--- config.mk ---
export PLATFORM = sky130hd
export DESIGN_NAME = alu_result_buffer
export DESIGN_NICKNAME = d
export VERILOG_FILES = /design/src/rtl/alu_pkg.sv /design/src/rtl/alu_result_fifo.sv /design/src/rtl/alu_result_buffer.sv
export SDC_FILE = /design/constraint.sdc
export NUM_CORES = 1
export LEC_CHECK = 0
export CAP_MARGIN = 20
export CORE_UTILIZATION = 56
export CTS_CLUSTER_DIAMETER = 150
export CTS_CLUSTER_SIZE = 30
export DETAILED_ROUTE_END_ITERATION = 6
export HOLD_SLACK_MARGIN = 0.02
export PLACE_DENSITY = 0.92
export REMOVE_ABC_BUFFERS = 1
export SLEW_MARGIN = 20
export SYNTH_ARGS = -nofsm -noshare
export SYNTH_HDL_FRONTEND = slang
export SYNTH_SLANG_ARGS = --single-unit
--- constraint.sdc ---
create_clock -name gated_clk -period 6.3 [get_ports gated_clk]
set_input_delay 0.63 -clock gated_clk [delete_from_list [all_inputs] [get_ports gated_clk]]
set_output_delay 0.63 -clock gated_clk [all_outputs]
set_load 0.01 [all_outputs]
--- src/rtl/alu_pkg.sv ---
// -----------------------------------------------------------------------------
// alu_pkg
// Shared definitions for the low-power 16-bit ALU and its result buffer.
//   - ALU_W         : ALU datapath width.
//   - OP_ADD..OP_MUL: 3-bit alu_op encodings.
//   - result_core_t : per-result payload {data, op, zero, carry}. The issue tag
//                     is concatenated on top of this in the buffer, because its
//                     width is a parameter of the buffer and cannot be fixed here.
//   - carryApplies  : true for the ops whose carry flag is meaningful.
// -----------------------------------------------------------------------------
package alu_pkg;

   localparam int ALU_W = 16;

   localparam logic [2:0] OP_ADD = 3'b000;
   localparam logic [2:0] OP_SUB = 3'b001;
   localparam logic [2:0] OP_AND = 3'b010;
   localparam logic [2:0] OP_OR  = 3'b011;
   localparam logic [2:0] OP_XOR = 3'b100;
   localparam logic [2:0] OP_SHL = 3'b101;
   localparam logic [2:0] OP_SHR = 3'b110;
   localparam logic [2:0] OP_MUL = 3'b111;

   typedef struct packed {
      logic [ALU_W-1:0] data;
      logic [2:0]       op;
      logic             zero;
      logic             carry;
   } result_core_t;

   // Only ADD and SUB produce a carry the consumer may act on; every other op
   // leaves alu_carry holding stale or meaningless state.
   function automatic logic carryApplies(input logic [2:0] op);
      return (op == OP_ADD) || (op == OP_SUB);
   endfunction

endpackage

--- src/rtl/alu_result_fifo.sv ---
// -----------------------------------------------------------------------------
// alu_result_fifo
// Generic DEPTH x WIDTH synchronous FIFO with an explicit occupancy counter, so
// full and empty never depend on pointer comparison.
// Ports:
//   gated_clk / rst_n : clock, asynchronous active-low reset
//   push_i, wdata_i   : write request and data; ignored when full without a pop
//   pop_i             : remove head; ignored when empty
//   flush_i           : synchronous empty, wins over push and pop
//   rdata_o           : head entry, forced to zero while empty
//   count_o           : occupancy 0..DEPTH
//   full_o / empty_o  : occupancy flags
// -----------------------------------------------------------------------------
module alu_result_fifo #(
   parameter int DEPTH = 4,
   parameter int WIDTH = 8
) (
   input  logic                     gated_clk,
   input  logic                     rst_n,
   input  logic                     push_i,
   input  logic                     pop_i,
   input  logic                     flush_i,
   input  logic [WIDTH-1:0]         wdata_i,
   output logic [WIDTH-1:0]         rdata_o,
   output logic [$clog2(DEPTH):0]   count_o,
   output logic                     full_o,
   output logic                     empty_o
);

   localparam int PTR_W = $clog2(DEPTH);
   localparam int CNT_W = PTR_W + 1;

   logic [WIDTH-1:0] mem_q [DEPTH];
   logic [PTR_W-1:0] wrPtr_q, wrPtr_d;
   logic [PTR_W-1:0] rdPtr_q, rdPtr_d;
   logic [CNT_W-1:0] count_q, count_d;
   logic             doPush;
   logic             doPop;

   assign full_o  = (count_q == CNT_W'(DEPTH));
   assign empty_o = (count_q == '0);
   assign count_o = count_q;
   assign rdata_o = empty_o ? '0 : mem_q[rdPtr_q];

   // Decide what actually happens this edge. A push into a full FIFO only
   // succeeds when the head leaves at the same time. Pointers wrap naturally
   // because DEPTH is a power of two.
   always_comb begin
      doPop   = pop_i & ~empty_o & ~flush_i;
      doPush  = push_i & ~flush_i & (~full_o | doPop);
      wrPtr_d = wrPtr_q;
      rdPtr_d = rdPtr_q;
      count_d = count_q;
      if (flush_i) begin
         wrPtr_d = '0;
         rdPtr_d = '0;
         count_d = '0;
      end else begin
         if (doPush) begin
            wrPtr_d = wrPtr_q + PTR_W'(1);
         end
         if (doPop) begin
            rdPtr_d = rdPtr_q + PTR_W'(1);
         end
         if (doPush && !doPop) begin
            count_d = count_q + CNT_W'(1);
         end else if (doPop && !doPush) begin
            count_d = count_q - CNT_W'(1);
         end
      end
   end

   // Pointer and count state; reset leaves the FIFO empty immediately.
   always_ff @(posedge gated_clk or negedge rst_n) begin
      if (!rst_n) begin
         wrPtr_q <= '0;
         rdPtr_q <= '0;
         count_q <= '0;
      end else begin
         wrPtr_q <= wrPtr_d;
         rdPtr_q <= rdPtr_d;
         count_q <= count_d;
      end
   end

   // Storage needs no reset: the read side is masked to zero while empty.
   always_ff @(posedge gated_clk) begin
      if (doPush) begin
         mem_q[wrPtr_q] <= wdata_i;
      end
   end

endmodule

--- src/rtl/alu_result_buffer.sv ---
// -----------------------------------------------------------------------------
// alu_result_buffer
// Sits behind the registered ALU in the gated clock domain. Remembers the
// tag/opcode of each issued op for one cycle, joins it with the ALU result
// when that result appears, recomputes the zero flag locally (the ALU's own
// flag is a cycle late) and queues the entry toward writeback.
// Ports:
//   gated_clk / rst_n          : clock, asynchronous active-low reset
//   issue_valid/tag/op         : op presented to the ALU this cycle
//   alu_result / alu_carry     : registered ALU outputs for last cycle's op
//   flush                      : discard pending and queued entries
//   out_ready / out_valid      : handshake with the writeback consumer
//   out_data/tag/op/zero/carry : head entry, all zero while empty
//   fifo_count                 : occupancy
//   overflow / drop_count      : sticky drop flag and saturating drop count
//   busy                       : work in flight; upstream keeps the clock on
// -----------------------------------------------------------------------------
module alu_result_buffer
   import alu_pkg::*;
#(
   parameter int DEPTH = 4,
   parameter int TAG_W = 4,
   parameter int CNT_W = 8
) (
   input  logic                   gated_clk,
   input  logic                   rst_n,
   input  logic                   issue_valid,
   input  logic [TAG_W-1:0]       issue_tag,
   input  logic [2:0]             issue_op,
   input  logic [ALU_W-1:0]       alu_result,
   input  logic                   alu_carry,
   input  logic                   flush,
   input  logic                   out_ready,
   output logic                   out_valid,
   output logic [ALU_W-1:0]       out_data,
   output logic [TAG_W-1:0]       out_tag,
   output logic [2:0]             out_op,
   output logic                   out_zero,
   output logic                   out_carry,
   output logic [$clog2(DEPTH):0] fifo_count,
   output logic                   overflow,
   output logic [CNT_W-1:0]       drop_count,
   output logic                   busy
);

   localparam int ENTRY_W = TAG_W + $bits(result_core_t);

   logic               pendValid_q, pendValid_d;
   logic [TAG_W-1:0]   pendTag_q, pendTag_d;
   logic [2:0]         pendOp_q, pendOp_d;
   logic               overflow_q, overflow_d;
   logic [CNT_W-1:0]   dropCount_q, dropCount_d;

   result_core_t       pushCore;
   result_core_t       headCore;
   logic [TAG_W-1:0]   headTag;
   logic [ENTRY_W-1:0] fifoWdata;
   logic [ENTRY_W-1:0] fifoRdata;
   logic               fifoFull;
   logic               fifoEmpty;
   logic               push;
   logic               pop;
   logic               drop;

   // The ALU registers its result on the same edge we capture the tag, so the
   // tag/op must be held one cycle to line up with alu_result. A flush also
   // swallows whatever is being issued on that edge.
   always_comb begin
      pendValid_d = issue_valid & ~flush;
      pendTag_d   = issue_tag;
      pendOp_d    = issue_op;
   end

   // Build the entry from the matured ALU result. The drop decision only
   // looks at occupancy and the simultaneous pop; a full FIFO with the head
   // leaving still accepts the new entry.
   always_comb begin
      pushCore.data  = alu_result;
      pushCore.op    = pendOp_q;
      pushCore.zero  = (alu_result == '0);
      pushCore.carry = carryApplies(pendOp_q) & alu_carry;
      fifoWdata      = {pendTag_q, pushCore};
      push           = pendValid_q & ~flush;
      pop            = out_valid & out_ready;
      drop           = push & fifoFull & ~pop;
   end

   // Overflow is cleared by flush so software can observe fresh drops, but
   // the drop counter is a lifetime statistic and only saturates.
   always_comb begin
      overflow_d  = overflow_q;
      dropCount_d = dropCount_q;
      if (flush) begin
         overflow_d = 1'b0;
      end else if (drop) begin
         overflow_d = 1'b1;
      end
      if (drop && (dropCount_q != {CNT_W{1'b1}})) begin
         dropCount_d = dropCount_q + CNT_W'(1);
      end
   end

   // All buffer-level state; async reset discards everything at once.
   always_ff @(posedge gated_clk or negedge rst_n) begin
      if (!rst_n) begin
         pendValid_q <= 1'b0;
         pendTag_q   <= '0;
         pendOp_q    <= '0;
         overflow_q  <= 1'b0;
         dropCount_q <= '0;
      end else begin
         pendValid_q <= pendValid_d;
         pendTag_q   <= pendTag_d;
         pendOp_q    <= pendOp_d;
         overflow_q  <= overflow_d;
         dropCount_q <= dropCount_d;
      end
   end

   alu_result_fifo #(
      .DEPTH (DEPTH),
      .WIDTH (ENTRY_W)
   ) uFifo (
      .gated_clk (gated_clk),
      .rst_n     (rst_n),
      .push_i    (push),
      .pop_i     (pop),
      .flush_i   (flush),
      .wdata_i   (fifoWdata),
      .rdata_o   (fifoRdata),
      .count_o   (fifo_count),
      .full_o    (fifoFull),
      .empty_o   (fifoEmpty)
   );

   // Head fields come straight from the FIFO, which already zeroes them when
   // empty, so no extra masking is needed here.
   assign {headTag, headCore} = fifoRdata;
   assign out_valid  = ~fifoEmpty;
   assign out_data   = headCore.data;
   assign out_tag    = headTag;
   assign out_op     = headCore.op;
   assign out_zero   = headCore.zero;
   assign out_carry  = headCore.carry;
   assign overflow   = overflow_q;
   assign drop_count = dropCount_q;
   assign busy       = pendValid_q | out_valid;

endmodule

==> qor_table.md <==
| Stage | Item | This run |
|:---|:---|:---|
| outcome | Status | completed |
| sta | Fin Setup TNS | 0 ps |
| setup path | Family of cells with the greatest summed delay on the critical path | flip-flops |
| setup path | Maximum single-stage delay on the critical path | 960 ps |
| clock network | Hold bufs inserted after CTS | 0 |
| floorplanning | I/O pin count | 68 |
| logic synthesis | Post-synthesis cell count | 280 |
| logic synthesis | Yosys top cell area share | 59.82% |
| logic synthesis | Synth unique cells | 40 |
| clock network | Clock buffer count from CTS | 17 |
| cells and area | Count of nets after finishing | 391 |
| routing | TritonRoute pass-1 iters | 4 |
| setup path | Type of the worst setup path | reg2out |
| power | Cell leakage power | 2.231 nW |
| clock network | Number of buffers added for setup after CTS | 0 |
| setup path | Critical Path Slowest Stage Cell | sky130_fd_sc_hd__dfrtp_2 |
| logic synthesis | Async set-reset flop share out of synthesis | 19.35% |
| floorplanning | Core Footprint | 0.008721 sq mm |
| floorplanning | Overall die height | 96.68 um |
| clock network | Cell chosen for the clock root | sky130_fd_sc_hd__clkbuf_8 |
| routing | Drt wl/cell | 20.31 um |
| sta | Slew at the pin closest to its max-slew limit | 902.0 ps |
| setup path | Worst path required time | 5670 ps |
| clock network | Gates resized, CTS repair | 0 |
| setup path | Cell Chain, Critical Path | mux4_2 -> and2_1 -> clkdlybuf4s50_1 |
| sta | Final Slew Violations | 0 |
| hold path | Type of the most critical hold path | in2async |
| global routing | Number of antenna violations at the first check in global routing | 0 |
| logic synthesis | Share of synthesized area occupied by flip-flops and latches | 71.78% |
| sta | Shortest period the worst path allows | 3385 ps |
| power | Highest ir drop seen on vdd | 0.3038 mV |
| cells and area | Proportion of layout cells with a drive suffix above 1 | 17.62% |
| logic synthesis | Avg Inst Size Synth | 17.93 sq um |
| sta | Setup repair after global routing missed its margin | false |
| setup path | Type of element capturing the critical path | output port |
| cells and area | Number of inserted filler cells in the final layout | 510 |
| setup path | Buffering stage count on the worst path with inverters included | 1 |
| clock network | Worst-skew pair later-pin latency | 510 ps |
| setup path | Kind of start point of the critical path | flip-flop |
| global routing | Overall routing resource usage | 22.60% |
| logic synthesis | Leading post-synthesis cells by instance count | sky130_fd_sc_hd__edfxtp_1, sky130_fd_sc_hd__and2_1, sky130_fd_sc_hd__mux4_2, sky130_fd_sc_hd__dfrtp_1, sky130_fd_sc_hd__nor2_1 |
| logic synthesis | Post-synth top area cell | sky130_fd_sc_hd__edfxtp_1 |
| sta | Layout Skew | 11.44 ps |
| clock network | Clock tree from TritonCTS | yes |
| placement | DPL Wire Length | 5.955 mm |
| sta | Setup Viol. Count Final | 0 |
| routing | Final routed DRC violation total | 0 |
| logic synthesis | Main flop type after synthesis | sky130_fd_sc_hd__edfxtp_1 |
| power | Power density of the placed cells | 361.9 mW/mm^2 |
| sta | Max Clock Freq | 0.2955 GHz |
| power | Total Power Consumption | 2.299 mW |
| routing | Total number of vias | 2,723 |
| floorplanning | Die ar. | 0.009347 sq mm |
| clock network | Register clock-pin slew on the reported worst setup and hold paths | 50 ps |
| routing | Antenna viol nets, final | 0 |
| routing | Iteration-0 DRC Markers | 141 |
| logic synthesis | Post-synthesis sequential element count | 124 |
| sta | Hold Vio Cnt, Final | 0 |
| logic synthesis | Summed instance area of the synthesized netlist | 0.005020 sq mm |
| logic synthesis | Top-count cell post-synth | sky130_fd_sc_hd__edfxtp_1 |
| global routing | Vias in the first global route | 2,849 |
| floorplanning | Initial cell density of the core | 57.56% |
| global routing | Total congestion overflow | 0 |
| cells and area | Number of diodes added for antenna fixing | 0 |
| sta | Portion of the clock cycle consumed by the worst path in the final layout | 53.72% |
| logic synthesis | Number of enable-type register cells in the synthesized netlist | 100 |
| floorplanning | Die Span X | 96.68 um |
| cells and area | Layout area overhead | 26.55% |
| logic synthesis | Yosys warns | 0 |
| clock network | Number of sinks on the clock net | 124 |
| placement | Port Buffer Count | 67 |
| clock network | Max Buffers Root-to-Sink | 2 |
| setup path | Worst-path maximum fanout | 27 |
| sta | Relative slew slack | 39.86% |
| global routing | Maximum number of pins on one net before global-route repair | 29 |
| routing | Via density | 5.709 |
| setup path | Arrival time reported for the critical path endpoint | 2750 ps |
| global routing | Global-route wire length before repair | 15.41 mm |
| clock network | H-tree depth | 4 |
| job | # Max-Cap Violations | 0 |
| placement | Final estimated routing congestion in global placement | 0.7939 |
| floorplanning | Num rows | 34 |
| logic synthesis | Most area-consuming cells after synthesis | sky130_fd_sc_hd__edfxtp_1, sky130_fd_sc_hd__dfrtp_1, sky130_fd_sc_hd__mux4_2 |
| routing | Final wirelength | 9.686 mm |
cell usage in the layout, fill, tap and decap left out, types with 2 or more instances in the layout:
cell type,synthesis,layout
sky130_fd_sc_hd__nor3_1,2,2
sky130_fd_sc_hd__nand2b_1,3,3
sky130_fd_sc_hd__inv_1,7,7
sky130_fd_sc_hd__and3_2,0,2
sky130_fd_sc_hd__xnor2_1,2,2
sky130_fd_sc_hd__buf_4,0,2
sky130_fd_sc_hd__mux4_2,25,25
sky130_fd_sc_hd__clkinvlp_4,0,2
sky130_fd_sc_hd__a31oi_1,2,2
sky130_fd_sc_hd__o21ai_0,3,3
sky130_fd_sc_hd__clkinv_2,0,3
sky130_fd_sc_hd__nand2_1,7,7
sky130_fd_sc_hd__xor2_1,7,7
sky130_fd_sc_hd__a21oi_1,4,4
sky130_fd_sc_hd__ha_1,5,5
sky130_fd_sc_hd__nor4_1,4,4
sky130_fd_sc_hd__dfrtp_1,24,23
sky130_fd_sc_hd__nor2_1,9,9
sky130_fd_sc_hd__and3_1,6,4
sky130_fd_sc_hd__nor2b_1,4,4
sky130_fd_sc_hd__and2_1,27,27
sky130_fd_sc_hd__o22ai_1,2,2
sky130_fd_sc_hd__clkbuf_16,0,16
sky130_fd_sc_hd__nand3_1,5,5
sky130_fd_sc_hd__clkbuf_1,7,4
sky130_fd_sc_hd__nor3b_1,3,3
sky130_fd_sc_hd__clkbuf_8,0,5
sky130_fd_sc_hd__edfxtp_1,100,100
sky130_fd_sc_hd__clkdlybuf4s50_1,0,66
state kept, by name (all words and copies together), names as in the netlist:
signal and flops:
uFifo.mem_q 100, drop_count 8, pendTag_q 4, pendOp_q 3
uFifo.count_o 3, uFifo.rdPtr_q 2, uFifo.wrPtr_q 2, overflow 1
pendValid_q 1
per-stage QoR:
step	utilization (%)	worst slack [ps]	area (sq um)	instances	hold slack (ps)
detailed placement	66.61	3194	5809	445	477.4
CTS	72.90	2837	6357	477	497.6
finish	72.84	2915	6352	477	104.3
global route	72.84	2755	6352	477	137.4
global placement	66.27	3180	5779	444	460.4
floorplan	-	3686	4957	267	334.4
routing by layer:
layer | track usage (%) | vias to the layer above | routed length, um
met4 | 8.726 | 0 | 153
met5 | 0 | - | 0
li1 | - | 1239 | -
met2 | 37.81 | 83 | 5214
met1 | 28.36 | 1390 | 3893
met3 | 6.069 | 11 | 424
path summary, 6_finish.rpt:
path	startpoint	endpoint	slack [ps]	cells past startpoint
max	uFifo.rdPtr_q[0]	out_data[14]	2920	3
min	rst_n	uFifo.count_o[0]	100	1
max reg2reg	uFifo.count_o[1]	uFifo.count_o[1]	3590	7
min reg2reg	pendOp_q[0]	uFifo.mem_q[1][2]	490	0
max in group asynchronous	rst_n	uFifo.rdPtr_q[0]	5800	1
min in group gated_clk	pendOp_q[0]	uFifo.mem_q[1][2]	490	0
cells by family (layout without fill, tap and decap cells):
| kind of cell | Yosys count | in the layout | share of synthesized area, % |
|---|---|---|---|
| DFF | 124 | 124 | 71.78 |
| and+or+nand+nor | 76 | 76 | 9.148 |
| muxes | 27 | 27 | 11.74 |
| buffers and inverters | 20 | 109 | 1.770 |
| AOI/OAI and AO/OA | 18 | 18 | 2.343 |
| xor gates and xnor gates | 9 | 9 | 1.570 |
| adders and majority gates | 6 | 6 | 1.645 |
layout make-up:
class | instances | area, sq um | area share [%]
Sequential cell | 124 | 3605 | 56.75
Clock inverter | 7 | 63.81 | 1.005
Timing Repair Buffer | 70 | 708.2 | 11.15
Multi-Input combinational cell | 136 | 1330 | 20.94
Tap cell | 108 | 135.1 | 2.127
Inverter | 7 | 26.28 | 0.4136
Clock buffer | 25 | 484.2 | 7.623
power breakdown:
part,leakage (nW),internal [mW],switching (mW),total (mW)
clock network,0.266,0.561,0.320,0.881
registers,1.21,0.913,0.0608,0.974
logic,0.753,0.267,0.178,0.445
(Power assumes the default switching activity.)
